## src/rtl/transport_packetizer_if.sv

```systemverilog
// Command, sample and byte-link signals of the transport packetizer.
// The master side feeds commands/samples and throttles the link; the slave side is the packetizer.
interface transport_packetizer_if #(
  parameter int DATA_W = 16,
  parameter int CHAN_W = 1
);
  localparam int CHANNELS = 2 ** CHAN_W;

  logic [1:0]          cmd;
  logic                cmd_valid;
  logic [CHAN_W-1:0]   cmd_chan;
  logic                cmd_ready;
  logic [DATA_W-1:0]   data;
  logic [CHAN_W-1:0]   data_chan;
  logic                sendData;
  logic                out_ready;
  logic                sending;
  logic [7:0]          packetOut;
  logic                busy;
  logic [CHANNELS-1:0] overflow;

  modport master (
    output cmd, cmd_valid, cmd_chan, data, data_chan, sendData, out_ready,
    input  cmd_ready, sending, packetOut, busy, overflow
  );

  modport slave (
    input  cmd, cmd_valid, cmd_chan, data, data_chan, sendData, out_ready,
    output cmd_ready, sending, packetOut, busy, overflow
  );
endinterface

```

## src/rtl/transport_packetizer.sv

```systemverilog
// Multi-channel sample packetizer: per-channel FIFOs, a one-entry command slot and a
// byte-serial framer emitting HDR, LEN, PAYLOAD, CSUM under out_ready flow control.
module transport_packetizer #(
  parameter int DATA_W          = 16,
  parameter int CHAN_W          = 1,
  parameter int FIFO_DEPTH      = 8,
  parameter int SAMPLES_PER_PKT = 2
) (
  input  logic                  clk,
  input  logic                  reset,
  transport_packetizer_if.slave bus
);
  localparam int CHANNELS = 2 ** CHAN_W;
  localparam int BYTES    = DATA_W / 8;
  localparam int AW       = (FIFO_DEPTH > 1) ? $clog2(FIFO_DEPTH) : 1;
  localparam int CW       = $clog2(FIFO_DEPTH + 1);
  localparam int BW       = (BYTES > 1) ? $clog2(BYTES) : 1;
  localparam logic [7:0] DATA_LEN = 8'(SAMPLES_PER_PKT * BYTES);

  typedef enum logic [2:0] {S_IDLE, S_HDR, S_LEN, S_PAYLOAD, S_CSUM} state_t;

  state_t              state, state_next;

  logic                cmd_pend;
  logic [1:0]          cmd_code;
  logic [CHAN_W-1:0]   cmd_chan_q;

  logic [1:0]          pkt_type;
  logic [CHAN_W-1:0]   pkt_chan;
  logic [7:0]          pkt_len;
  logic [BW-1:0]       byte_idx;
  logic [7:0]          samp_left;
  logic [7:0]          csum;
  logic [CHAN_W-1:0]   rr;

  logic [DATA_W-1:0]   mem [CHANNELS][FIFO_DEPTH];
  logic [AW-1:0]       wr_ptr [CHANNELS];
  logic [AW-1:0]       rd_ptr [CHANNELS];
  logic [CW-1:0]       count [CHANNELS];
  logic [CHANNELS-1:0] overflow_q;

  logic [CHANNELS-1:0] push_req, pop_ch, push_ok, full;
  logic                xfer, last_byte, pop;
  logic [DATA_W-1:0]   head;
  logic [7:0]          hdr_byte, pay_byte, out_byte;
  logic                sel_found;
  logic [CHAN_W-1:0]   sel_chan, cand;

  function automatic logic [AW-1:0] ptr_inc(input logic [AW-1:0] p);
    return (p == AW'(FIFO_DEPTH - 1)) ? '0 : p + 1'b1;
  endfunction

  assign head      = mem[pkt_chan][rd_ptr[pkt_chan]];
  assign pay_byte  = 8'(head >> (8 * (BYTES - 1 - int'(byte_idx))));
  assign hdr_byte  = {pkt_type, 6'(pkt_chan)};
  assign last_byte = (byte_idx == BW'(BYTES - 1));
  assign xfer      = (state != S_IDLE) && bus.out_ready;
  assign pop       = xfer && (state == S_PAYLOAD) && last_byte;

  // Round-robin search for the first channel holding a full packet's worth of samples.
  always_comb begin
    sel_found = 1'b0;
    sel_chan  = rr;
    cand      = '0;
    for (int i = 0; i < CHANNELS; i++) begin
      cand = rr + CHAN_W'(i);
      if (!sel_found && (count[cand] >= CW'(SAMPLES_PER_PKT))) begin
        sel_found = 1'b1;
        sel_chan  = cand;
      end
    end
  end

  always_comb begin
    push_req = '0;
    pop_ch   = '0;
    push_ok  = '0;
    full     = '0;
    for (int ch = 0; ch < CHANNELS; ch++) begin
      push_req[ch] = bus.sendData && (bus.data_chan == CHAN_W'(ch));
      pop_ch[ch]   = pop && (pkt_chan == CHAN_W'(ch));
      full[ch]     = (count[ch] == CW'(FIFO_DEPTH));
      push_ok[ch]  = push_req[ch] && (!full[ch] || pop_ch[ch]);
    end
  end

  always_ff @(posedge clk or posedge reset) begin
    if (reset) begin
      state <= S_IDLE;
    end else begin
      // NOTE: every register is updated with <= so all flops sample pre-edge values together.
      state <= state_next;
    end
  end

  always_comb begin
    // NOTE: defaults first so every path assigns every output and no latch is inferred.
    state_next = state;
    out_byte   = '0;
    case (state)
      S_IDLE: begin
        if (cmd_pend || sel_found) state_next = S_HDR;
      end
      S_HDR: begin
        out_byte = hdr_byte;
        if (bus.out_ready) state_next = S_LEN;
      end
      S_LEN: begin
        out_byte = pkt_len;
        if (bus.out_ready) state_next = (pkt_len == 8'd0) ? S_CSUM : S_PAYLOAD;
      end
      S_PAYLOAD: begin
        out_byte = pay_byte;
        if (bus.out_ready && last_byte && (samp_left == 8'd1)) state_next = S_CSUM;
      end
      S_CSUM: begin
        out_byte = csum;
        if (bus.out_ready) state_next = S_IDLE;
      end
      default: state_next = S_IDLE;
    endcase
  end

  // Packet context is latched in IDLE and walked forward one byte per transfer.
  always_ff @(posedge clk or posedge reset) begin
    if (reset) begin
      pkt_type  <= '0;
      pkt_chan  <= '0;
      pkt_len   <= '0;
      byte_idx  <= '0;
      samp_left <= '0;
      csum      <= '0;
      rr        <= '0;
    end else if (state == S_IDLE) begin
      byte_idx  <= '0;
      samp_left <= 8'(SAMPLES_PER_PKT);
      csum      <= '0;
      if (cmd_pend) begin
        pkt_type <= cmd_code;
        pkt_chan <= cmd_chan_q;
        pkt_len  <= 8'd0;
      end else if (sel_found) begin
        pkt_type <= 2'b00;
        pkt_chan <= sel_chan;
        pkt_len  <= DATA_LEN;
        rr       <= sel_chan + 1'b1;
      end
    end else if (xfer) begin
      csum <= csum ^ out_byte;
      if (state == S_PAYLOAD) begin
        if (last_byte) begin
          byte_idx  <= '0;
          samp_left <= samp_left - 8'd1;
        end else begin
          byte_idx <= byte_idx + 1'b1;
        end
      end
    end
  end

  // The slot stays occupied until its own CSUM leaves, so a queued command cannot be overwritten.
  always_ff @(posedge clk or posedge reset) begin
    if (reset) begin
      cmd_pend   <= 1'b0;
      cmd_code   <= '0;
      cmd_chan_q <= '0;
    end else if (xfer && (state == S_CSUM) && (pkt_type != 2'b00)) begin
      cmd_pend <= 1'b0;
    end else if (bus.cmd_valid && !cmd_pend && (bus.cmd != 2'b00)) begin
      cmd_pend   <= 1'b1;
      cmd_code   <= bus.cmd;
      cmd_chan_q <= bus.cmd_chan;
    end
  end

  always_ff @(posedge clk or posedge reset) begin
    if (reset) begin
      overflow_q <= '0;
      for (int ch = 0; ch < CHANNELS; ch++) begin
        wr_ptr[ch] <= '0;
        rd_ptr[ch] <= '0;
        count[ch]  <= '0;
      end
    end else begin
      for (int ch = 0; ch < CHANNELS; ch++) begin
        if (push_ok[ch]) wr_ptr[ch] <= ptr_inc(wr_ptr[ch]);
        if (pop_ch[ch])  rd_ptr[ch] <= ptr_inc(rd_ptr[ch]);
        case ({push_ok[ch], pop_ch[ch]})
          2'b10:   count[ch] <= count[ch] + 1'b1;
          2'b01:   count[ch] <= count[ch] - 1'b1;
          default: ;
        endcase
        if (push_req[ch] && full[ch] && !pop_ch[ch]) overflow_q[ch] <= 1'b1;
      end
    end
  end

  // NOTE: sample storage has no reset; pointers and counts alone define which entries are valid.
  always_ff @(posedge clk) begin
    if (push_ok[bus.data_chan]) mem[bus.data_chan][wr_ptr[bus.data_chan]] <= bus.data;
  end

  assign bus.cmd_ready = ~cmd_pend;
  assign bus.sending   = (state != S_IDLE);
  assign bus.busy      = (state != S_IDLE);
  assign bus.packetOut = out_byte;
  assign bus.overflow  = overflow_q;
endmodule

```

## src/flat_wrapper.sv

```systemverilog
// flat-port wrapper written by rule: the top's interface ports become plain ports
module transport_packetizer_flat 
#(
  parameter int DATA_W          = 16,
  parameter int CHAN_W          = 1,
  parameter int FIFO_DEPTH      = 8,
  parameter int SAMPLES_PER_PKT = 2
)
  (clk, reset, bus_cmd, bus_cmd_valid, bus_cmd_chan, bus_data, bus_data_chan, bus_sendData, bus_out_ready, bus_cmd_ready, bus_sending, bus_packetOut, bus_busy, bus_overflow);
  transport_packetizer_if #(.DATA_W(DATA_W), .CHAN_W(CHAN_W)) bus_i ();
  input  logic clk;
  input  logic reset;
  input wire logic [$bits(bus_i.cmd)-1:0] bus_cmd;
  input wire logic [$bits(bus_i.cmd_valid)-1:0] bus_cmd_valid;
  input wire logic [$bits(bus_i.cmd_chan)-1:0] bus_cmd_chan;
  input wire logic [$bits(bus_i.data)-1:0] bus_data;
  input wire logic [$bits(bus_i.data_chan)-1:0] bus_data_chan;
  input wire logic [$bits(bus_i.sendData)-1:0] bus_sendData;
  input wire logic [$bits(bus_i.out_ready)-1:0] bus_out_ready;
  output wire logic [$bits(bus_i.cmd_ready)-1:0] bus_cmd_ready;
  output wire logic [$bits(bus_i.sending)-1:0] bus_sending;
  output wire logic [$bits(bus_i.packetOut)-1:0] bus_packetOut;
  output wire logic [$bits(bus_i.busy)-1:0] bus_busy;
  output wire logic [$bits(bus_i.overflow)-1:0] bus_overflow;
  assign bus_i.cmd = bus_cmd;
  assign bus_i.cmd_valid = bus_cmd_valid;
  assign bus_i.cmd_chan = bus_cmd_chan;
  assign bus_i.data = bus_data;
  assign bus_i.data_chan = bus_data_chan;
  assign bus_i.sendData = bus_sendData;
  assign bus_i.out_ready = bus_out_ready;
  assign bus_cmd_ready = bus_i.cmd_ready;
  assign bus_sending = bus_i.sending;
  assign bus_packetOut = bus_i.packetOut;
  assign bus_busy = bus_i.busy;
  assign bus_overflow = bus_i.overflow;
  transport_packetizer #(.DATA_W(DATA_W), .CHAN_W(CHAN_W), .FIFO_DEPTH(FIFO_DEPTH), .SAMPLES_PER_PKT(SAMPLES_PER_PKT)) u_core (.clk(clk), .reset(reset), .bus(bus_i));
endmodule
```

## config.mk

```make
export PLATFORM = sky130hd
export DESIGN_NAME = transport_packetizer_flat
export DESIGN_NICKNAME = d
export VERILOG_FILES = /design/src/rtl/transport_packetizer_if.sv /design/src/rtl/transport_packetizer.sv /design/src/flat_wrapper.sv
export SDC_FILE = /design/constraint.sdc
export NUM_CORES = 1
export LEC_CHECK = 0
export BUFFER_PORTS_ARGS = -buffer_cell sky130_fd_sc_hd__buf_2
export CAP_MARGIN = 40
export CELL_PAD_IN_SITES_DETAIL_PLACEMENT = 0
export CELL_PAD_IN_SITES_GLOBAL_PLACEMENT = 1
export CORE_MARGIN = 4
export CORE_UTILIZATION = 56
export CTS_CLUSTER_DIAMETER = 80
export DETAILED_ROUTE_END_ITERATION = 8
export PLACE_DENSITY = 0.86
export SKIP_CTS_REPAIR_TIMING = 1
export SLEW_MARGIN = 40
export SYNTH_ARGS = -nofsm -noshare
export SYNTH_HDL_FRONTEND = slang
export SYNTH_SLANG_ARGS = --single-unit
```

## constraint.sdc

```tcl
create_clock -name clk -period 8.6 [get_ports clk]
set_input_delay 0.86 -clock clk [delete_from_list [all_inputs] [get_ports clk]]
set_output_delay 0.86 -clock clk [all_outputs]
set_load 0.02 [all_outputs]
```

==> metrics.csv <==
metric,value,unit
status,"complete, no violations",
yosysTopAreaCellShare,58.9,%
drt_wl_total,29400,µm
ir_drop,0.160,mV
timing.rr.start,u_core.state[1],
netlist_area,13000,µm²
clk_pin_slew,60,ps
grt_overflow_total,0,
diodes,0,
ys_seq_elements,307,
reg2reg_slack,5360,ps
tightest_slew,843,ps
gp_congestion,0.899,
cts_made_buffers,31,
nets,935,
setup_viol,0,
drtAntennaViolNets,0,
ys_types,68,
post_drt_wl_per_cell,23.8,µm
synth.area.top_cells,"edfxtp_1, dfrtp_1, mux2i_1, mux4_2, mux2_2",
seq_power_share,45.3,%
p_int,2920,µW
drive_gt1_share,16.7,%
clk_latency,540,ps
power_switching_share,32.1,%
antenna_found_initial,1,
dp_hpwl,18200,µm
synth-main-ff-cell,edfxtp_1,
synth_commonest_cells,"edfxtp_1, mux2i_1, dfrtp_1",
grt_max_degree,52,
cp.arrival,3470,ps
grt_pass1_wl,45400,µm
yosysTopAreaCell,edfxtp_1,
critPathRequiredTime,7740,ps
drt_pre_antenna_iters,7,
maxSlewViolCount,0,
syn_avg_cell_area,15.4,µm²
groute.usage.overall,22.8,%
viasPerCell,6.24,
drtIter0Drc,843,
yosysWarnings,0,
r2r-end,u_core.mem[1][55],
crit_path_end_kind,output port,
synth_most_common_cell,edfxtp_1,
clock_sinks,307,
rsz0062_at_grt,no,
clockPowerShare,28.1,%
start_util,57.3,%
fin_util,63.8,%
hold_class,input port to asynchronous set/reset pin,
critical_path_class,register to output port,
switching_power,1380,µW
hold_viol_final,0,
port_buffers,37,
grt_pass1_vias,7705,
route.detailed.drc,0,
place_inst,1178,
max_freq,231,MHz
synth_edf_count,256,
finalCritPeriodShare,50.4,%
synthArstFlopShare,16.6,%
max_cap_viol_count,0,
clockRootBuffer,clkbuf_16,
dieArea,25800,µm²
worst_setup_path_start_kind,register,
rr_worst_depth,6,
yosysSeqAreaShare,68.7,%
slew-limit-headroom,43.4,%
cp_max_fo,24,
cts_buffer_depth,3,
ioPinCount,38,
p_leak,0.00506,µW
core_area,22800,µm²
finalSetupTns,0,ps
route.vias.total,7694,
final_cells,1234,
htree_levels,1,
postSynthCellCount,845,
area_growth_syn_to_layout,11.3,%
cts_tree,yes,
dieWidth,161,µm
fp.dieH,161,µm
synth_nets,882,
fp-row-count,55,
comb_power_share,26.6,%
fin_skew,8.70,ps
min_period,4330,ps
p_per_area,296,nW/µm²
-- cell families after synthesis --
group                      after synthesis  synth area share (%)
muxes                                  131                  12.3
DFF                                    307                  68.7
xor gates and xnor gates                14                 0.940
AOI/OAI and AO/OA                      136                  7.37
adders and majority gates               12                  1.15
and+or+nand+nor                        198                  7.73
buffers and inverters                   47                  1.84
-- metal layers --
metal	routed length, µm	share of wire [%]	track usage, %
met1	12200	41	31.7
met2	13900	47	36.2
met5	12	0.041	0
met3	2430	8.3	5.23
met4	928	3.2	7.43
-- registers in the layout, summed over array words and instances (netlist names) --
name and flops:
u_core.bus.overflow 2, u_core.byte_idx 1, u_core.cmd_chan_q 1, u_core.cmd_code 2
u_core.cmd_pend 1, u_core.count 8, u_core.csum 8, u_core.mem 256
u_core.pkt_chan 1, u_core.pkt_len 1, u_core.pkt_type 2, u_core.rd_ptr 6
u_core.rr 1, u_core.samp_left 8, u_core.state 3, u_core.wr_ptr 6
-- power by group through the flow --
stage	clock (µW)	sequential, µW	combinational, µW
finish	1210	1950	1140
global route	1300	1970	1240
CTS	1230	1950	1140
detailed placement	0	1970	1140
global placement	0	1960	1100
floorplan	0	1910	855
-- how the worst max path moves through the flow --
stage / from / end / slack, ps / depth (start not counted)
6_report: u_core.pkt_chan / bus_packetOut[2] / 4270 / 8
5_1_grt: u_core.pkt_chan / bus_packetOut[6] / 4110 / 8
4_1_cts: u_core.pkt_chan / bus_packetOut[6] / 3980 / 8
3_5_place_dp: u_core.pkt_chan / bus_packetOut[6] / 4560 / 8
3_3_place_gp: u_core.pkt_chan / bus_packetOut[6] / 4630 / 8
2_1_floorplan: bus_out_ready / u_core.mem[0][112] / 5230 / 6
-- placed cells by master (no fill, tap or decap), drive strengths merged, types with 9 or more instances in the layout --
master | Yosys | final
a22oi | 13 | 13
nor3 | 26 | 26
dfrtp | 51 | 51
mux2i | 94 | 94
edfxtp | 256 | 256
nand2 | 50 | 50
clkinv | 1 | 11
buf | 24 | 57
a211oi | 17 | 17
a21oi | 17 | 17
o21ai | 27 | 27
nand3 | 16 | 16
inv | 9 | 9
nor2 | 36 | 36
xnor2 | 10 | 10
mux4 | 19 | 19
ha | 12 | 12
clkbuf | 13 | 44
o22ai | 15 | 15
mux2 | 18 | 18
nor2b | 24 | 24
-- stage by stage --
stage,power [µW],cell area [µm²],hold WS [ps],setup slack [ps]
2_1_floorplan,2760,13000,445,5230
3_3_place_gp,3060,13600,437,4630
3_5_place_dp,3110,13600,458,4560
4_1_cts,4320,14500,422,3980
5_1_grt,4520,14500,444,4110
6_report,4310,14500,404,4270
-- critical path, stage by stage, from the launching register on --
cell and delay, ps:
dfrtp_2 700, buf_4 400, mux2i_4 550, mux4_2 380
a22oi_1 240, a21oi_1 130, a21oi_1 200, o21bai_1 120
buf_2 180
-- final cells by class --
type                       instances  area, µm²
inverter                          10       40.0
clock buffer                      44        825
sequential                       307       8970
clock inverter                    12       83.8
tap                              313        392
timing repair buffer              57        335
multi-input combinational        491       3880
fill                            1604       8260
Power figures use the tool's default switching activity.
